===== src/rtl/alu_pkg.sv =====
// Shared definitions for the 64-bit sequencer around the 32-bit ALU:
// op encodings, sequencer states and the default ALU word width.
package alu_pkg;

  localparam int ALU_W = 32;

  localparam logic [1:0] ALU_ADD = 2'b00;
  localparam logic [1:0] ALU_SUB = 2'b01;
  localparam logic [1:0] ALU_AND = 2'b10;
  localparam logic [1:0] ALU_OR  = 2'b11;

  typedef enum logic [1:0] {
    S_IDLE = 2'b00,
    S_LO   = 2'b01,
    S_HI   = 2'b10,
    S_DONE = 2'b11
  } seq_state_t;

  function automatic logic op_is_arith(input logic [1:0] op);
    return (op == ALU_ADD) || (op == ALU_SUB);
  endfunction

endpackage


===== src/rtl/alu_flag_merge.sv =====
// Folds the low-pass zero flag and the high-pass ALU results into the
// 64-bit zero, carry-out and signed-overflow flags.
module alu_flag_merge
  import alu_pkg::*;
(
  input  logic [1:0] op_i,
  input  logic       lo_zero_i,
  input  logic       hi_zero_i,
  input  logic       hi_cout_i,
  input  logic       a_msb_i,
  input  logic       b_msb_i,
  input  logic       r_msb_i,
  output logic       zout_o,
  output logic       cout_o,
  output logic       ovf_o
);

  always_comb begin
    zout_o = lo_zero_i & hi_zero_i;
    cout_o = 1'b0;
    ovf_o  = 1'b0;
    if (op_is_arith(op_i)) begin
      cout_o = hi_cout_i;
      // SUB adds ~b, so overflow needs operands of differing sign
      if (op_i == ALU_ADD) begin
        ovf_o = (a_msb_i == b_msb_i) && (r_msb_i != a_msb_i);
      end else begin
        ovf_o = (a_msb_i != b_msb_i) && (r_msb_i != a_msb_i);
      end
    end
  end

endmodule


===== src/rtl/alu64_sequencer.sv =====
// Runs a 64-bit request through the 32-bit combinational ALU as a low
// pass and a carry-chained high pass, returning a registered response.
module alu64_sequencer
  import alu_pkg::*;
#(
  parameter int W = ALU_W
) (
  input  logic           clk,
  input  logic           rst_n,
  input  logic           req_valid,
  output logic           req_ready,
  input  logic [1:0]     req_op,
  input  logic [2*W-1:0] req_a,
  input  logic [2*W-1:0] req_b,
  output logic           rsp_valid,
  input  logic           rsp_ready,
  output logic [2*W-1:0] rsp_out,
  output logic           rsp_cout,
  output logic           rsp_zout,
  output logic           rsp_ovf,
  output logic [W-1:0]   alu_a,
  output logic [W-1:0]   alu_b,
  output logic           alu_carryin,
  output logic           alu_s0,
  output logic           alu_s1,
  input  logic [W-1:0]   alu_out,
  input  logic           alu_cout,
  input  logic           alu_zout
);

  seq_state_t     state_q, state_d;
  logic [1:0]     op_q, op_d;
  logic [2*W-1:0] a_q, a_d;
  logic [2*W-1:0] b_q, b_d;
  logic [W-1:0]   lo_q, lo_d;
  logic           carry_q, carry_d;
  logic           lo_zero_q, lo_zero_d;
  logic [2*W-1:0] rsp_out_q, rsp_out_d;
  logic           rsp_cout_q, rsp_cout_d;
  logic           rsp_zout_q, rsp_zout_d;
  logic           rsp_ovf_q, rsp_ovf_d;
  logic           req_ready_q, req_ready_d;
  logic           rsp_valid_q, rsp_valid_d;

  logic           mrg_zout, mrg_cout, mrg_ovf;

  alu_flag_merge u_flag_merge (
    .op_i      (op_q),
    .lo_zero_i (lo_zero_q),
    .hi_zero_i (alu_zout),
    .hi_cout_i (alu_cout),
    .a_msb_i   (a_q[2*W-1]),
    .b_msb_i   (b_q[2*W-1]),
    .r_msb_i   (alu_out[W-1]),
    .zout_o    (mrg_zout),
    .cout_o    (mrg_cout),
    .ovf_o     (mrg_ovf)
  );

  always_comb begin
    state_d    = state_q;
    op_d       = op_q;
    a_d        = a_q;
    b_d        = b_q;
    lo_d       = lo_q;
    carry_d    = carry_q;
    lo_zero_d  = lo_zero_q;
    rsp_out_d  = rsp_out_q;
    rsp_cout_d = rsp_cout_q;
    rsp_zout_d = rsp_zout_q;
    rsp_ovf_d  = rsp_ovf_q;

    unique case (state_q)
      S_IDLE: begin
        if (req_valid) begin
          op_d    = req_op;
          a_d     = req_a;
          b_d     = req_b;
          state_d = S_LO;
        end
      end
      S_LO: begin
        lo_d      = alu_out;
        carry_d   = alu_cout;
        lo_zero_d = alu_zout;
        state_d   = S_HI;
      end
      S_HI: begin
        rsp_out_d  = {alu_out, lo_q};
        rsp_cout_d = mrg_cout;
        rsp_zout_d = mrg_zout;
        rsp_ovf_d  = mrg_ovf;
        state_d    = S_DONE;
      end
      S_DONE: begin
        if (rsp_ready) begin
          state_d = S_IDLE;
        end
      end
      default: state_d = S_IDLE;
    endcase

    // Handshake flags are registered copies of the next state
    req_ready_d = (state_d == S_IDLE);
    rsp_valid_d = (state_d == S_DONE);
  end

  always_comb begin
    alu_a       = '0;
    alu_b       = '0;
    alu_carryin = 1'b0;
    alu_s0      = 1'b0;
    alu_s1      = 1'b0;
    unique case (state_q)
      S_LO: begin
        alu_a       = a_q[W-1:0];
        alu_b       = b_q[W-1:0];
        alu_carryin = (op_q == ALU_SUB);
        alu_s0      = op_q[0];
        alu_s1      = op_q[1];
      end
      S_HI: begin
        alu_a       = a_q[2*W-1:W];
        alu_b       = b_q[2*W-1:W];
        alu_carryin = op_is_arith(op_q) & carry_q;
        alu_s0      = op_q[0];
        alu_s1      = op_q[1];
      end
      default: ;
    endcase
  end

  always_ff @(posedge clk) begin
    if (!rst_n) begin
      state_q     <= S_IDLE;
      op_q        <= ALU_ADD;
      a_q         <= '0;
      b_q         <= '0;
      lo_q        <= '0;
      carry_q     <= 1'b0;
      lo_zero_q   <= 1'b0;
      rsp_out_q   <= '0;
      rsp_cout_q  <= 1'b0;
      rsp_zout_q  <= 1'b0;
      rsp_ovf_q   <= 1'b0;
      req_ready_q <= 1'b1;
      rsp_valid_q <= 1'b0;
    end else begin
      state_q     <= state_d;
      op_q        <= op_d;
      a_q         <= a_d;
      b_q         <= b_d;
      lo_q        <= lo_d;
      carry_q     <= carry_d;
      lo_zero_q   <= lo_zero_d;
      rsp_out_q   <= rsp_out_d;
      rsp_cout_q  <= rsp_cout_d;
      rsp_zout_q  <= rsp_zout_d;
      rsp_ovf_q   <= rsp_ovf_d;
      req_ready_q <= req_ready_d;
      rsp_valid_q <= rsp_valid_d;
    end
  end

  assign req_ready = req_ready_q;
  assign rsp_valid = rsp_valid_q;
  assign rsp_out   = rsp_out_q;
  assign rsp_cout  = rsp_cout_q;
  assign rsp_zout  = rsp_zout_q;
  assign rsp_ovf   = rsp_ovf_q;

endmodule

===== config.mk =====
export PLATFORM = sky130hd
export DESIGN_NAME = alu64_sequencer
export DESIGN_NICKNAME = d
export VERILOG_FILES = /design/src/rtl/alu_pkg.sv /design/src/rtl/alu_flag_merge.sv /design/src/rtl/alu64_sequencer.sv
export SDC_FILE = /design/constraint.sdc
export NUM_CORES = 1
export LEC_CHECK = 0
export BUFFER_PORTS_ARGS = -buffer_cell sky130_fd_sc_hd__buf_4
export CORE_ASPECT_RATIO = 1.5
export CORE_UTILIZATION = 45
export CTS_CLUSTER_DIAMETER = 50
export DETAILED_ROUTE_END_ITERATION = 8
export PLACE_DENSITY_LB_ADDON = 0.1
export SLEW_MARGIN = 5
export SYNTH_ARGS = -nofsm -noshare
export SYNTH_HDL_FRONTEND = slang
export SYNTH_SLANG_ARGS = --single-unit

===== constraint.sdc =====
create_clock -name clk -period 4.5 [get_ports clk]
set_input_delay 0.9 -clock clk [delete_from_list [all_inputs] [get_ports clk]]
set_output_delay 0.9 -clock clk [all_outputs]
set_load 0.005 [all_outputs]

# Word level (Yosys, flattened, before mapping)
# Cells that the tools add are included.
[word_totals]
out_inout_bits = 136
n_memories = 0
word_cells = 42
reg_bits = 235
rom_bits = 0
ramBits = 0
in_bits = 168
latch_bits = 0
[op_classes]
div_mod_pow = 0
eq_ne = 8
mux = 11
reduce_logical = 8
n_shift = 0
order_cmp = 0
n_mul = 0
addsub = 0
bitwise = 2
[ops]
columns = ["operator", "count"]
rows = [
  ["one-hot mux 32 bit (2 select lines)", 2],
  ["one-hot mux 2 bit (4 select lines)", 1],
  ["equality test 2 bit, second input constant", 3],
  ["zero test 2 bit", 3],
  ["two-way mux 1 bit", 5],
  ["equality test 2 x 1 -> 1 bit, second input constant", 2],
  ["two-way mux 2 bit", 2],
  ["AND 1 bit", 2],
  ["logical AND 1 bit", 2],
  ["inequality test 1 bit", 2],
  ["one-hot mux 1 bit (2 select lines)", 1],
  ["AND reduction 2 bit", 1],
  ["OR reduction 2 bit", 1],
  ["equality test 1 bit", 1],
  ["logical OR 1 bit", 1],
]

# Depth between registers and ports, before layout
[logic_depth]
ltp_word = 4
mapped_depth = 8
depth_no_buf = 5

# Cells and area by module
# From an unflattened synthesis, not the netlist that was laid out.
[hier_totals]
cells_unflattened = 1006
hier_area_um2 = 9042.4
[by_module_without_submodules]
columns = ["module", "seq_area_each_um2", "instances", "cells_each", "area_per_inst_um2"]
rows = [
  ["alu64_sequencer", 4704.5, 1, 1000, 8994.9],
  ["alu_flag_merge", 0.0, 1, 6, 47.5],
]

# Least setup slack after synthesis
# OpenSTA, ideal clock, no wires.
[synth_timing]
path_kind = "register -> output"
startpoint = "register state_q[1]"
endpoint = "output alu_a[16]"
arrival_time_ns = 1.341
setup_slack_ns = 2.259
stages_incl_launch_ff = 6
required_time_ns = 3.600
n_path_buf = 2
path_cell_list = "dfxtp_1 -> inv_1 -> ha_1 -> clkbuf_1 -> clkbuf_1 -> nor2b_1"
[synth_via]
elab_chain_cells = 2
elab_cells_between_ends = 3
cone_classes = "2 x eq/ne; 1 x mux"
[synth_rtl]
columns = ["item", "line_no", "source"]
rows = [
  ["from (decl)", "alu64_sequencer.sv:31", "seq_state_t state_q, state_d;"],
  ["from (signal assigned)", "alu64_sequencer.sv:149", "state_q <= state_d;"],
  ["equality test 2 bit / equality test 2 x 1 -> 1 bit (equally long branches)", "alu64_sequencer.sv:114", "unique case (state_q)"],
  ["one-hot mux 32 bit (2 select lines) (*)", "alu64_sequencer.sv:114", ""],
  ["to (decl)", "alu64_sequencer.sv:21", "output logic [W-1:0] alu_a,"],
]
# Mark *: on every way between the ends. The rest lies on a longest branch, timed or not.

# Worst setup path after layout
[layout_timing]
startpoint = "register state_q[1]"
endpoint = "output alu_b[31]"
[layout_via]
elab_chain_cells = 2
elab_cells_between_ends = 3
cone_classes = "2 x eq/ne; 1 x mux"
[layout_rtl]
columns = ["item", "line_no", "source"]
rows = [
  ["equality test 2 bit / equality test 2 x 1 -> 1 bit (equally long branches)", "alu64_sequencer.sv:114", ""],
  ["one-hot mux 32 bit (2 select lines) (*)", "alu64_sequencer.sv:114", ""],
  ["to (decl)", "alu64_sequencer.sv:22", "output logic [W-1:0] alu_b,"],
]
# Marked as above.

==> impl_metrics.ini <==
[pwr]
cellPowerDensity_mw_per_mm2 = 409
leakagePower_nw = 4.99
peakVddDrop_mv = 0.355

[yosys]
seq_area_frac_synth = 0.505
synth_fp_nets = 1246
synth_area_mm2 = 0.00931
synth.avg_cell_area_um2 = 8.68
ys_ff_latch = 235
synth_cell_types = 25
synth_warnings = 0
synth_cells = 1073

[floorplanning]
die-width_um = 119
initial_core_util = 0.458
io_pins = 304
dieHeight_um = 178
core-area_mm2 = 0.0203
die-area_mm2 = 0.0213
rows = 64

[global_routing]
grt_pass1_vias = 7636
grtUsageMet2 = 0.361
grt_overflow = 0
met1_usage = 0.271
antenna_found_initial = 0
grt_pass1_wl_mm = 38.3
grt_max_degree = 122
gr-usage-all-layers = 0.222
top_usage_layer = met2
met3_usage = 0.0614

[clock_network]
clock_path_buffers = 3
cts.repair.resized = 0
cts_setup_buffers = 0
clkTransAtPathRegs_ns = 0.06
cts_buffers = 23
cts_root_buf = clkbuf_16
cts_tree = built
numClockSinks = 235
clock_latency_ns = 0.51
ctsHoldBuffers = 0
htreeDepth = 1

[timing]
worst_pin_slew_ns = 1.06
finalSetupTns_ns = 0
final-setup-viol-count = 0
hold_viol = 0
max_freq_mhz = 284
slew_headroom = 0.294
fin_worst_skew_ns = 0.0151
drv_slew = 0
grt_setup_unrepaired = false
min_period_ns = 3.53
period_share = 0.784

[critical_path]
path_max_fanout = 73
arrival_ns = 2.63
r2r_cells = 6
reg2reg_slack_ns = 1.74
timing.rr.end = rsp_valid$_SDFF_PN0_
crit_type = reg -> out
cp-end-kind = output port
crit_path_start_kind = register
rr_startpoint = state_q[0]$_SDFF_PN0_
required_ns = 3.60
setup.worst_path.start = state_q[1]$_SDFF_PN0_

[route]
firstDrtPassIters = 5
drc = 0
wl_per_cell_um = 15.4
drtIter0Drc = 537
ant_nets = 0
vias = 8099
drt-total-wl_mm = 24.8
vias_per_cell = 5.05

[hold_path]
min_to = a_q[8]$_SDFFE_PN0P_
worst_hold_path_type = reg -> reg
hold_start = a_q[8]$_SDFFE_PN0P_
min_path_cells = 2

[placement]
place.gp.congestion = 0.783
io_buffers = 303
hpwl_mm = 16.3
place_area_mm2 = 0.0116

[job]
maxCapViolations = 0

[final_layout]
antenna_cells = 0
final_nets = 1498
fin_area_mm2 = 0.0124
drive_gt1_frac = 0.265
syn2layout_area_growth_pct = 32.8

[run_status]
status = finished clean
-- cells by family after synthesis --
group	after synthesis	share of synthesized area
adder cells (fa/ha/maj)	5	0.00672
XOR/XNOR	1	0.000941
AO/OA/AOI/OAI	202	0.128
multiplexers	100	0.108
AND/OR/NAND/NOR	440	0.199
flip-flops	235	0.505
buffers and inverters	90	0.0524
-- cells in the final DEF, fill, tap and decap left out, types with 4 or more instances in the layout --
cell type,instances
clkbuf_1,7
and2_1,4
clkbuf_16,23
a22oi_1,65
nor2_1,99
buf_4,313
bufinv_16,4
nand2_1,261
nor2b_1,64
mux2i_1,100
dfxtp_1,235
a21oi_1,133
-- how the worst max path moves through the flow --
stage	endpoint	slack, ns	cells past startpoint
after global routing	alu_b[31]	0.77	6
after floorplan	alu_a[16]	2.26	5
final	alu_b[31]	0.97	6
after global placement	alu_b[31]	1.57	6
after detailed placement	alu_b[31]	1.51	6
after CTS	alu_b[31]	0.96	6
-- through the flow --
stage | power, W | worst slack, ns | instances | hold WS (ns) | util
2_1_floorplan | 0.00283 | 2.26 | 1073 | 0.436 | -
6_report | 0.00505 | 0.973 | 1605 | 0.454 | 0.608
5_1_grt | 0.00526 | 0.771 | 1605 | 0.471 | 0.608
3_5_place_dp | 0.00309 | 1.51 | 1564 | 0.446 | 0.569
4_1_cts | 0.00511 | 0.956 | 1605 | 0.455 | 0.608
3_3_place_gp | 0.00308 | 1.57 | 1564 | 0.442 | 0.569
-- final cells by class --
cell class / count / area, µm²
Fill cell: 1894 / 7980
Sequential cell: 235 / 4700
Multi-Input combinational cell: 748 / 4160
Timing Repair Buffer: 314 / 2370
Clock buffer: 32 / 629
Tap cell: 264 / 330
Clock inverter: 9 / 155
Inverter: 3 / 16.3
-- sequential cells by signal, indices dropped and copies added (netlist names), 2 cells and up --
signal / cells
a_q: 64
rsp_out: 64
state_q: 2
b_q: 64
lo_q: 32
op_q: 2
-- where the power goes --
group	internal, W	leakage [nW]	total (W)	switching, W
clock	0.00121	0.385	0.00201	0.000803
sequential	0.00222	1.92	0.00230	0.0000812
combinational	0.000330	2.69	0.000733	0.000403
total	0.00376	4.99	0.00505	0.00129
-- synth_stat cells (all sizes together) --
cell type  instances  area share
inv                3      0.0012
nor2              99       0.040
and2               5      0.0034
a221oi             1      0.0016
o21bai             1     0.00081
nor2b             64       0.043
dfxtp            235        0.51
buf               58       0.040
ha                 5      0.0067
o311ai             1     0.00094
xnor2              1     0.00094
clkbuf            29       0.012
nand2            262        0.11
mux2i            100        0.11
a22oi             65       0.052
nand2b             3      0.0020
nand3              1     0.00054
a21oi            133       0.071
nor3b              3      0.0024
nand3b             3      0.0024
o21ai              1     0.00054
-- routing by layer --
metal / routed length, µm / vias up
met1: 10300 / 3707
met4: 1090 / 0
li1: - / 4055
met2: 11500 / 274
met5: 0 / -
met3: 1930 / 63
-- worst max-delay path: stages (launching register included) --
cell and delay (ns):
dfxtp_1 0.36, inv_1 0.17, ha_4 0.77, buf_4 0.34, a22oi_1 0.09, nor2b_1 0.18
buf_4 0.13
Power figures use the tool's default switching activity.
